[src/rtl/exmem_if.sv]
// exmem_if: valid/ready handshake carrying a control payload and a data payload
interface exmem_if #(
    parameter int CTRL_W = 6,
    parameter int DATA_W = 64+64+64+3+5
);
    logic              valid;
    logic              ready;
    logic [CTRL_W-1:0] ctrl;
    logic [DATA_W-1:0] data;
    modport master (output valid, ctrl, data, input ready);
    modport slave  (input valid, ctrl, data, output ready);
endinterface

[src/rtl/exmem_stage.sv]
// exmem_stage: EX/MEM pipeline register with optional skid entry and flush; EXMEM_STAGE_PERF_EN adds stall/flush counters
module exmem_stage #(
    parameter int DATA_W = 64+64+64+3+5,
    parameter int CTRL_W = 6,
    parameter int SKID   = 1
) (
    input  logic       clk,
    input  logic       reset,
    input  logic       flush,
    exmem_if.slave     in_if,
    exmem_if.master    out_if,
    output logic [1:0] occupancy
`ifdef EXMEM_STAGE_PERF_EN
    ,
    output logic [31:0] stall_cnt,
    output logic [31:0] flush_cnt
`endif
);
    logic              m_valid, s_valid, m_valid_n, s_valid_n;
    logic [CTRL_W-1:0] m_ctrl, s_ctrl, m_ctrl_n, s_ctrl_n;
    logic [DATA_W-1:0] m_data, s_data, m_data_n, s_data_n;
    logic              accept, consume;

    // With a skid entry, in_ready is purely registered so out_ready never reaches upstream
    assign in_if.ready  = (SKID != 0) ? !s_valid : (!m_valid || out_if.ready);
    assign accept       = in_if.valid && in_if.ready;
    assign consume      = m_valid && out_if.ready;
    assign out_if.valid = m_valid;
    assign out_if.ctrl  = m_ctrl;
    assign out_if.data  = m_data;
    assign occupancy    = {1'b0, m_valid} + {1'b0, s_valid};

    always_comb begin
        m_valid_n = m_valid;
        m_ctrl_n  = m_ctrl;
        m_data_n  = m_data;
        s_valid_n = s_valid;
        s_ctrl_n  = s_ctrl;
        s_data_n  = s_data;
        if (consume && s_valid) begin
            m_valid_n             = 1'b1;
            m_ctrl_n              = s_ctrl;
            m_data_n              = s_data;
            {s_valid_n, s_ctrl_n} = accept ? {1'b1, in_if.ctrl} : '0;
            s_data_n              = accept ? in_if.data : s_data;
        end else if (consume || !m_valid) begin
            m_valid_n = accept;
            m_ctrl_n  = accept ? in_if.ctrl : '0;
            m_data_n  = accept ? in_if.data : m_data;
        end else if (accept && SKID != 0) begin
            s_valid_n = 1'b1;
            s_ctrl_n  = in_if.ctrl;
            s_data_n  = in_if.data;
        end
        if (flush) begin
            m_valid_n = 1'b0;
            s_valid_n = 1'b0;
            m_ctrl_n  = '0;
            s_ctrl_n  = '0;
        end
    end

    always_ff @(posedge clk or posedge reset) begin
        if (reset) begin
            m_valid <= 1'b0;
            s_valid <= 1'b0;
            m_ctrl  <= '0;
            s_ctrl  <= '0;
            m_data  <= '0;
            s_data  <= '0;
        end else begin
            m_valid <= m_valid_n;
            s_valid <= s_valid_n;
            m_ctrl  <= m_ctrl_n;
            s_ctrl  <= s_ctrl_n;
            m_data  <= m_data_n;
            s_data  <= s_data_n;
        end
    end

`ifdef EXMEM_STAGE_PERF_EN
    always_ff @(posedge clk or posedge reset) begin
        if (reset) begin
            stall_cnt <= '0;
            flush_cnt <= '0;
        end else begin
            if (m_valid && !out_if.ready && stall_cnt != '1) stall_cnt <= stall_cnt + 32'd1;
            if (flush && occupancy != 2'd0 && flush_cnt != '1) flush_cnt <= flush_cnt + 32'd1;
        end
    end
`endif
endmodule

[src/flat_wrapper.sv]
// flat-port wrapper written by rule: the top's interface ports become plain ports
module exmem_stage_flat 
#(
    parameter int DATA_W = 64+64+64+3+5,
    parameter int CTRL_W = 6,
    parameter int SKID   = 1
)
  (clk, reset, flush, occupancy, in_if_valid, in_if_ctrl, in_if_data, in_if_ready, out_if_valid, out_if_ctrl, out_if_data, out_if_ready);
  exmem_if #(.CTRL_W(CTRL_W), .DATA_W(DATA_W)) in_if_i ();
  exmem_if #(.CTRL_W(CTRL_W), .DATA_W(DATA_W)) out_if_i ();
  input  logic clk;
  input  logic reset;
  input  logic flush;
  output logic [1:0] occupancy;
  input wire logic [$bits(in_if_i.valid)-1:0] in_if_valid;
  input wire logic [$bits(in_if_i.ctrl)-1:0] in_if_ctrl;
  input wire logic [$bits(in_if_i.data)-1:0] in_if_data;
  output wire logic [$bits(in_if_i.ready)-1:0] in_if_ready;
  output wire logic [$bits(out_if_i.valid)-1:0] out_if_valid;
  output wire logic [$bits(out_if_i.ctrl)-1:0] out_if_ctrl;
  output wire logic [$bits(out_if_i.data)-1:0] out_if_data;
  input wire logic [$bits(out_if_i.ready)-1:0] out_if_ready;
  assign in_if_i.valid = in_if_valid;
  assign in_if_i.ctrl = in_if_ctrl;
  assign in_if_i.data = in_if_data;
  assign in_if_ready = in_if_i.ready;
  assign out_if_valid = out_if_i.valid;
  assign out_if_ctrl = out_if_i.ctrl;
  assign out_if_data = out_if_i.data;
  assign out_if_i.ready = out_if_ready;
  exmem_stage #(.DATA_W(DATA_W), .CTRL_W(CTRL_W), .SKID(SKID)) u_core (.clk(clk), .reset(reset), .flush(flush), .in_if(in_if_i), .out_if(out_if_i), .occupancy(occupancy));
endmodule
[config.mk]
export PLATFORM = sky130hd
export DESIGN_NAME = exmem_stage_flat
export DESIGN_NICKNAME = d
export VERILOG_FILES = /design/src/rtl/exmem_if.sv /design/src/rtl/exmem_stage.sv /design/src/flat_wrapper.sv
export SDC_FILE = /design/constraint.sdc
export NUM_CORES = 1
export LEC_CHECK = 0
export ABC_AREA = 1
export BUFFER_PORTS_ARGS = -buffer_cell sky130_fd_sc_hd__buf_2
export CORE_MARGIN = 10
export CORE_UTILIZATION = 56
export CTS_BUF_LIST = sky130_fd_sc_hd__clkbuf_8
export DETAILED_ROUTE_END_ITERATION = 6
export GPL_ROUTABILITY_DRIVEN = 0
export PLACE_DENSITY = 0.78
export SYNTH_ARGS = -nofsm -noshare
export SYNTH_HDL_FRONTEND = slang
export SYNTH_SLANG_ARGS = --single-unit
[constraint.sdc]
create_clock -name clk -period 17.7 [get_ports clk]
set_input_delay 3.54 -clock clk [delete_from_list [all_inputs] [get_ports clk]]
set_output_delay 3.54 -clock clk [all_outputs]
set_load 0.02 [all_outputs]
### After elaboration in Yosys (flattened, before gate mapping)

Index checks and enable logic that the tools add are counted.

* output and inout port bits: 210
* flip-flop bits (word level): 414
* input port bits: 211
* word-level logic and storage cells: 43

* add/subtract/negate cells: 1
* mux-type cells: 22
* equality and inequality tests: 2
* reduce and logical (&&, ||, !) cells: 12

Operators by type and width (number)
* 2-to-1 mux 200 bit: 6
* 2-to-1 mux 6 bit: 8
* 2-to-1 mux 1 bit: 7
* 2-to-1 mux 7 bit: 1
* nonzero test 3 bit: 2
* AND reduction 2 bit: 2
* nonzero test 2 bit: 2
* logical AND 1 bit: 3
* != test 3 x 2 -> 1 bit, second input constant: 1
* adder 1 x 1 -> 2 bit: 1
* logical NOT 1 bit: 2
* != test 2 x 1 -> 1 bit, second input constant: 1
* logical OR 1 bit: 1

### Depth between registers and ports, before layout

Gate-level depths: netlist of the first run.

* depth after elaboration: 6
* gate-level depth with buffers: 9
* depth with buffers taken out: 6

### Least setup slack after synthesis of the first run

No wires, ideal clock.

* path type: input -> register
* from: input out_if_ready
* to: register u_core.m_data[10] (netlist: u_core.out_if.data[10])
* slack: 13187 ps
* data required time: 17584 ps
* library setup time: 116 ps
* arrival: 4396 ps
* buffers on the path: 4
* stages on the path: 9
* cell sequence: buf_4 -> nand3_4 -> buf_6 -> buf_4 -> buf_2 -> nand2_1 -> nand2_1 -> nand2_1 -> nand2_1

* longest elaborated chain between the ends: 4
* elaborated cells between the ends (all ways): 7
* those cells by class: mux: 1; reduce/logical: 6

Ends and longest elaborated chain
* start: declaration: RTL line flat_wrapper.sv:22 `input wire logic [$bits(out_if_i.ready)-1:0] out_if_ready;`
* logical AND 1 bit *: RTL line exmem_stage.sv:27 `assign consume = m_valid && out_if.ready;`
* logical AND 1 bit / logical OR 1 bit (equally long branches): RTL line exmem_stage.sv:40, exmem_stage.sv:46
* nonzero test 2 bit (no source line)
* AND reduction 2 bit (no source line)
* end signal: assignment: RTL line exmem_stage.sv:76 `m_data <= m_data_n;`
* end: declaration: RTL line exmem_stage.sv:21 `logic [DATA_W-1:0] m_data, s_data, m_data_n, s_data_n;`

Mark *: on every way between the ends. The rest lies on a longest branch, timed or not.
A chain may end at the register's enable or synchronous reset.

### Worst setup path in the final report of the first run

* from: input out_if_ready
* to: register u_core.m_data[82] (netlist: u_core.out_if.data[82])

The elaborated chain is that of the path after synthesis.

==> run metrics, run 1 <==
status=completed; most common cell after layout, fill and taps aside=nand2_1; Fin. Hold Viols=0; Setup Fix Bufs, Post-CTS=0; vias in the first global route=17300; sequential area share after synthesis=54.5%; Data required, critical path=18.20 ns; gr usage total=27.3%; Max stage delay on crit path=1.02 ns; Synth cell types=21; period utilisation layout=39.6%; synthesized instance count=2488; vias per inst=5.37; Setup violations, final=0; min Tclk post-route=7.01 ns; htree depth=3; initial antenna violation count=17; Die X=between 200 and 250 um; most frequent cells in the layout=nand2_1, buf_2, dfrtp_1, nand4_1, clkbuf_8; CTS tree=built; Startpoint Class=input pin; Mapped Avg Cell Area=~7.6 um2; total CTS buffers=69; post-cts resize count=0; PwrDens=113 nW/um2; Final Util=66.5%; post-synth net total=2700; synthesis warning total=0; remaining global-route overflow=0; f_max=143 MHz; Placed Cells=3192; Row Count=67; die height=between 200 and 250 um; CTS root buf=clkbuf_8; Worst slew margin=7.33%; DRC=0; DPL Wire Length=35.6 mm; CP Cell Sequence=buf_6 -> nand3_4 -> buf_4 -> nand2_1 -> nand2_4 -> buf_4 -> nand2_1 -> nand2_1; worst-path fanout max=119; worst vdd ir=0.0732 mV; setup TNS=0 ns; Total Wirelength=roughly 59 mm; unrepaired setup endpoints after global routing=false; Sinks on Clock Net=approximately 410; total die area=41700 um2; post-route insts no fill=3326; area grow syn2layout=17.2%; Synth Cell Area=approximately 19000 um2; # fillers=2905; port bufs=420; Routed Antenna Nets=0; Min-Delay Path Class=register to register; iteration-0 DRC count of the detailed router=1771; clock buffer depth=3; global-route wire length before repair=between 90 and 100 mm; layout cell share with drive strength beyond 1=19.0%; initial core utilization=56.7%; Vias=between 15000 and 20000; routed len/inst=17.6 um; io pins=roughly 420; hold buffers post-CTS=0; pin count of the biggest net entering global routing=213; Worst Setup Path Type=input pin to register; Slew @ Worst Pin=1.39 ns; MaxCap Viol Count=0; Worst-path clk slew=0.06 ns; CP max stage cell=buf_4; Leak Pwr=0.0131 uW; layout net count=about 3000; #FFs+latches synth=414; Max Clock Skew=around 0.018 ns; 1st-pass router iterations=5; max-slew violations=0; core area=33500 um2; most frequent CP cell=nand2_1; power consumption=2520 uW; CP endpoint kind=register; Worst-Skew Late Latency=~0.58 ns; worst hold slack=0.469 ns; arrival time at the worst endpoint=~7.5 ns
-- sequential cells by signal, summed over array words and instances, names as in the netlist --
| name | flops |
|---|---|
| u_core.out_if.ctrl | 6 |
| u_core.out_if.data | 200 |
| u_core.s_ctrl | 6 |
| u_core.out_if.valid | 1 |
| u_core.s_data | 200 |
| u_core.s_valid | 1 |
-- synthesized netlist by cell type, drive strengths merged --
cell type,instances,area [um2]
dfrtp,414,10400
nand3,13,77.6
nand2,1635,6150
a31oi,1,6.26
nor2,16,67.6
nand4,206,1290
ha,1,12.5
inv,19,73.8
a21oi,2,13.8
buf,136,810
clkbuf,45,169
-- path summary, 6_finish.rpt --
| check | slack [ns] | cells after the start | end | from |
|---|---|---|---|---|
| worst max-delay path | 10.69 | 8 | u_core.out_if.data[82]$_DFFE_PP0P_ | out_if_ready |
| worst min-delay path | 0.47 | 2 | u_core.s_data[90]$_DFFE_PP0P_ | u_core.s_data[90]$_DFFE_PP0P_ |
| worst max register to register | 12.70 | 8 | u_core.out_if.data[82]$_DFFE_PP0P_ | u_core.s_valid$_DFFE_PP0P_ |
| worst min register to register | 0.47 | 2 | u_core.s_data[90]$_DFFE_PP0P_ | u_core.s_data[90]$_DFFE_PP0P_ |
| max in group asynchronous | 11.99 | 4 | u_core.out_if.valid$_DFFE_PP0P_ | reset |
| min in group asynchronous | 3.15 | 2 | u_core.out_if.data[98]$_DFFE_PP0P_ | reset |
-- per-stage QoR --
stage / setup WS [ns] / area (um2)
after floorplan: 2.64 / 19000
after global placement: 10.25 / 20900
after detailed placement: 10.12 / 20900
after CTS: 10.74 / 22300
after global routing: 10.34 / 22300
final: 10.69 / 22300
-- metal layers --
metal  wire (um)  GRT usage [%]  part of all wire, %
met4        1800           10.7                  3.1
met2       27100           41.7                   46
met1       24000           36.6                   41
met5         102              0                 0.17
met3        5620           7.28                  9.6
-- final cells by class --
type | instances | area, um2 | area share [%]
antenna | 9 | 22.5 | 0.101
clock buffer | 89 | 1220 | 5.49
clock inverter | 36 | 158 | 0.707
inverter | 19 | 86.3 | 0.387
multi-input combinational | 1874 | 7630 | 34.2
sequential | 414 | 10400 | 46.5
tap | 448 | 561 | 2.51
timing repair buffer | 437 | 2250 | 10.1
-- cells by family after synthesis --
family	share of synthesized area, %
DFF	54.5
adders and majority gates	0.0658
and+or+nand+nor	39.8
buffers and inverters	5.53
AOI/OAI and AO/OA	0.105
-- power by group --
part / internal, uW / switching [uW]
combinational: 149 / 320
clock: 451 / 384
sequential: 1120 / 103
-- critical path, delay by kind of cell --
family | cells | cell delay [ns]
buf+inv | 3 | 2.28
simple gates | 5 | 1.38
No activity file was read; power rests on OpenSTA's default activity.
==> run 2, diff against run 1 <==
--- a/config.mk
+++ b/config.mk
@@ -8,11 +8,11 @@
 export ABC_AREA = 1
 export BUFFER_PORTS_ARGS = -buffer_cell sky130_fd_sc_hd__buf_2
 export CORE_MARGIN = 10
-export CORE_UTILIZATION = 56
+export CORE_UTILIZATION = 51
 export CTS_BUF_LIST = sky130_fd_sc_hd__clkbuf_8
 export DETAILED_ROUTE_END_ITERATION = 6
 export GPL_ROUTABILITY_DRIVEN = 0
-export PLACE_DENSITY = 0.78
+export PLACE_DENSITY = 0.75
 export SYNTH_ARGS = -nofsm -noshare
 export SYNTH_HDL_FRONTEND = slang
 export SYNTH_SLANG_ARGS = --single-unit
==> constraint.sdc (replaced) <==
create_clock -name clk -period 5.7 [get_ports clk]
set_input_delay 1.14 -clock clk [delete_from_list [all_inputs] [get_ports clk]]
set_output_delay 1.14 -clock clk [all_outputs]
set_load 0.02 [all_outputs]
==> run 2 against run 1 <==
Sequential power grew to 3.1 times the previous value. Clock power increased to 3.0 times the previous value. Worst setup slack got worse by 8.4 ns. Combinational power increased to 3.1 times the previous value. Largest power group unchanged.
==> run metrics, run 2 (synthesis results as in run 1) <==
vias in the first global route=approximately 18000; core area=36700 um2; most common cell after layout, fill and taps aside=nand2_1; initial core utilization=51.8%; CTS tree=built; DPL Wire Length=36.7 mm; met1 usage=33.5%; GR met2 Demand/Resource=39.2%; Row Count=70; area grow syn2layout=17.2%; Vias=17800; min Tclk post-route=3.40 ns; Hold Crit Endpoint=u_core.s_data[165]$_DFFE_PP0P_; Setup Fix Bufs, Post-CTS=0; iteration-0 DRC count of the detailed router=approximately 1800; max-slew violations=0; Placed Cells=3212; Reg-to-Reg Start=u_core.s_valid$_DFFE_PP0P_; Hold Path Origin=u_core.s_data[165]$_DFFE_PP0P_; unrepaired setup endpoints after global routing=false; die height=approximately 210 um; Routed Antenna Nets=0; PwrDens=about 350 nW/um2; CTS root buf=clkbuf_8; Worst slew margin=1.37%; Max Clock Skew=roughly 0.02 ns; Total Wirelength=roughly 60 mm; io pins=421; final setup margin=2.30 ns; clock buffer depth=3; GR Util met3=6.92%; gr usage total=roughly a quarter; FF-to-FF setup slack=2.61 ns; initial antenna violation count=15; Placement Setup Slack=a little under 2 ns; post-route insts no fill=3340; Min-Delay Path Class=register to register; 1st-pass router iterations=5; pin count of the biggest net entering global routing=213; htree depth=3; CP endpoint kind=register; hold buffers post-CTS=0; worst hold slack=between 0.4 and 0.5 ns; status=completed; capturing point of the worst reg2reg path=u_core.s_data[149]$_DFFE_PP0P_; Worst Setup Path Type=input pin to register; layout cell share with drive strength beyond 1=19.0%; Fin. Hold Viols=0; layout net count=approximately 3000; Die X=213 um; global-route wire length before repair=93.5 mm; FF-to-FF path depth=7; GR peak layer=met2; arrival time at the worst endpoint=3.94 ns; Slew @ Worst Pin=1.48 ns; Worst-Skew Late Latency=just over 0.6 ns; Data required, critical path=6.24 ns; vias per inst=5.33; worst-path fanout max=159; Startpoint Class=input pin; most frequent cells in the layout=nand2_1, buf_2, dfrtp_1, nand4_1, clkbuf_8; launch point of the worst path=out_if_ready; Leak Pwr=0.0131 uW; period utilisation layout=59.7%; worst vdd ir=0.232 mV; Worst-path clk slew=~0.050 ns; total die area=45400 um2; routed len/inst=17.7 um; post-cts resize count=0; port bufs=420; remaining global-route overflow=0; Sinks on Clock Net=414; Hold Crit Depth=2; total CTS buffers=72; MaxCap Viol Count=0; Setup violations, final=0; f_max=slightly below 300 MHz; DRC=0
[run 2: cell type report]
class	instances	area, um2
fill	3342	14400
sequential	414	10400
multi-input combinational	1874	7630
timing repair buffer	437	2290
clock buffer	86	1180
tap	468	586
clock inverter	32	140
inverter	19	82.6
antenna	10	25.0
[run 2: where the power goes]
part / internal [uW] / leakage, uW / switching, uW
Combinational: 467 / 0.00715 / 1000
Clock: 1350 / 0.000763 / 1190
Sequential: 3470 / 0.00516 / 317
Total: 5290 / 0.0131 / 2510
[run 2: metrics by stage]
step / total power, uW / area [um2] / TNS, ns / utilization (%)
2_1_floorplan: 4730 / 19000 / -422.94 / -
3_3_place_gp: 5240 / 21000 / 0 / 57.1
3_5_place_dp: 5300 / 21000 / 0 / 57.1
4_1_cts: 7870 / 22300 / 0 / 60.7
5_1_grt: 8220 / 22300 / 0 / 60.7
6_report: 7800 / 22300 / 0 / 60.8
[run 2: critical path: stages]
cell     delay (ns)
buf_6          0.59
inv_1          0.13
nand2_2        0.18
nor2_4         0.08
inv_6          0.66
buf_4          0.44
nand2_1        0.10
nand2_1        0.08
[run 2: per-layer routing]
metal	share of wire, %	up-vias
met2	46	759
met3	9.4	104
met1	41	8458
li1	-	8453
met5	0.16	-
met4	2.6	14
[run 2: worst max path at each step]
stage | endpoint | depth (start not counted)
after floorplan | u_core.out_if.ctrl[0]$_DFFE_PP0P_ | 1
after global placement | u_core.s_data[142]$_DFFE_PP0P_ | 8
after detailed placement | u_core.s_data[144]$_DFFE_PP0P_ | 8
after CTS | occupancy[0] | 2
after global routing | u_core.s_data[127]$_DFFE_PP0P_ | 8
final | u_core.s_data[149]$_DFFE_PP0P_ | 8
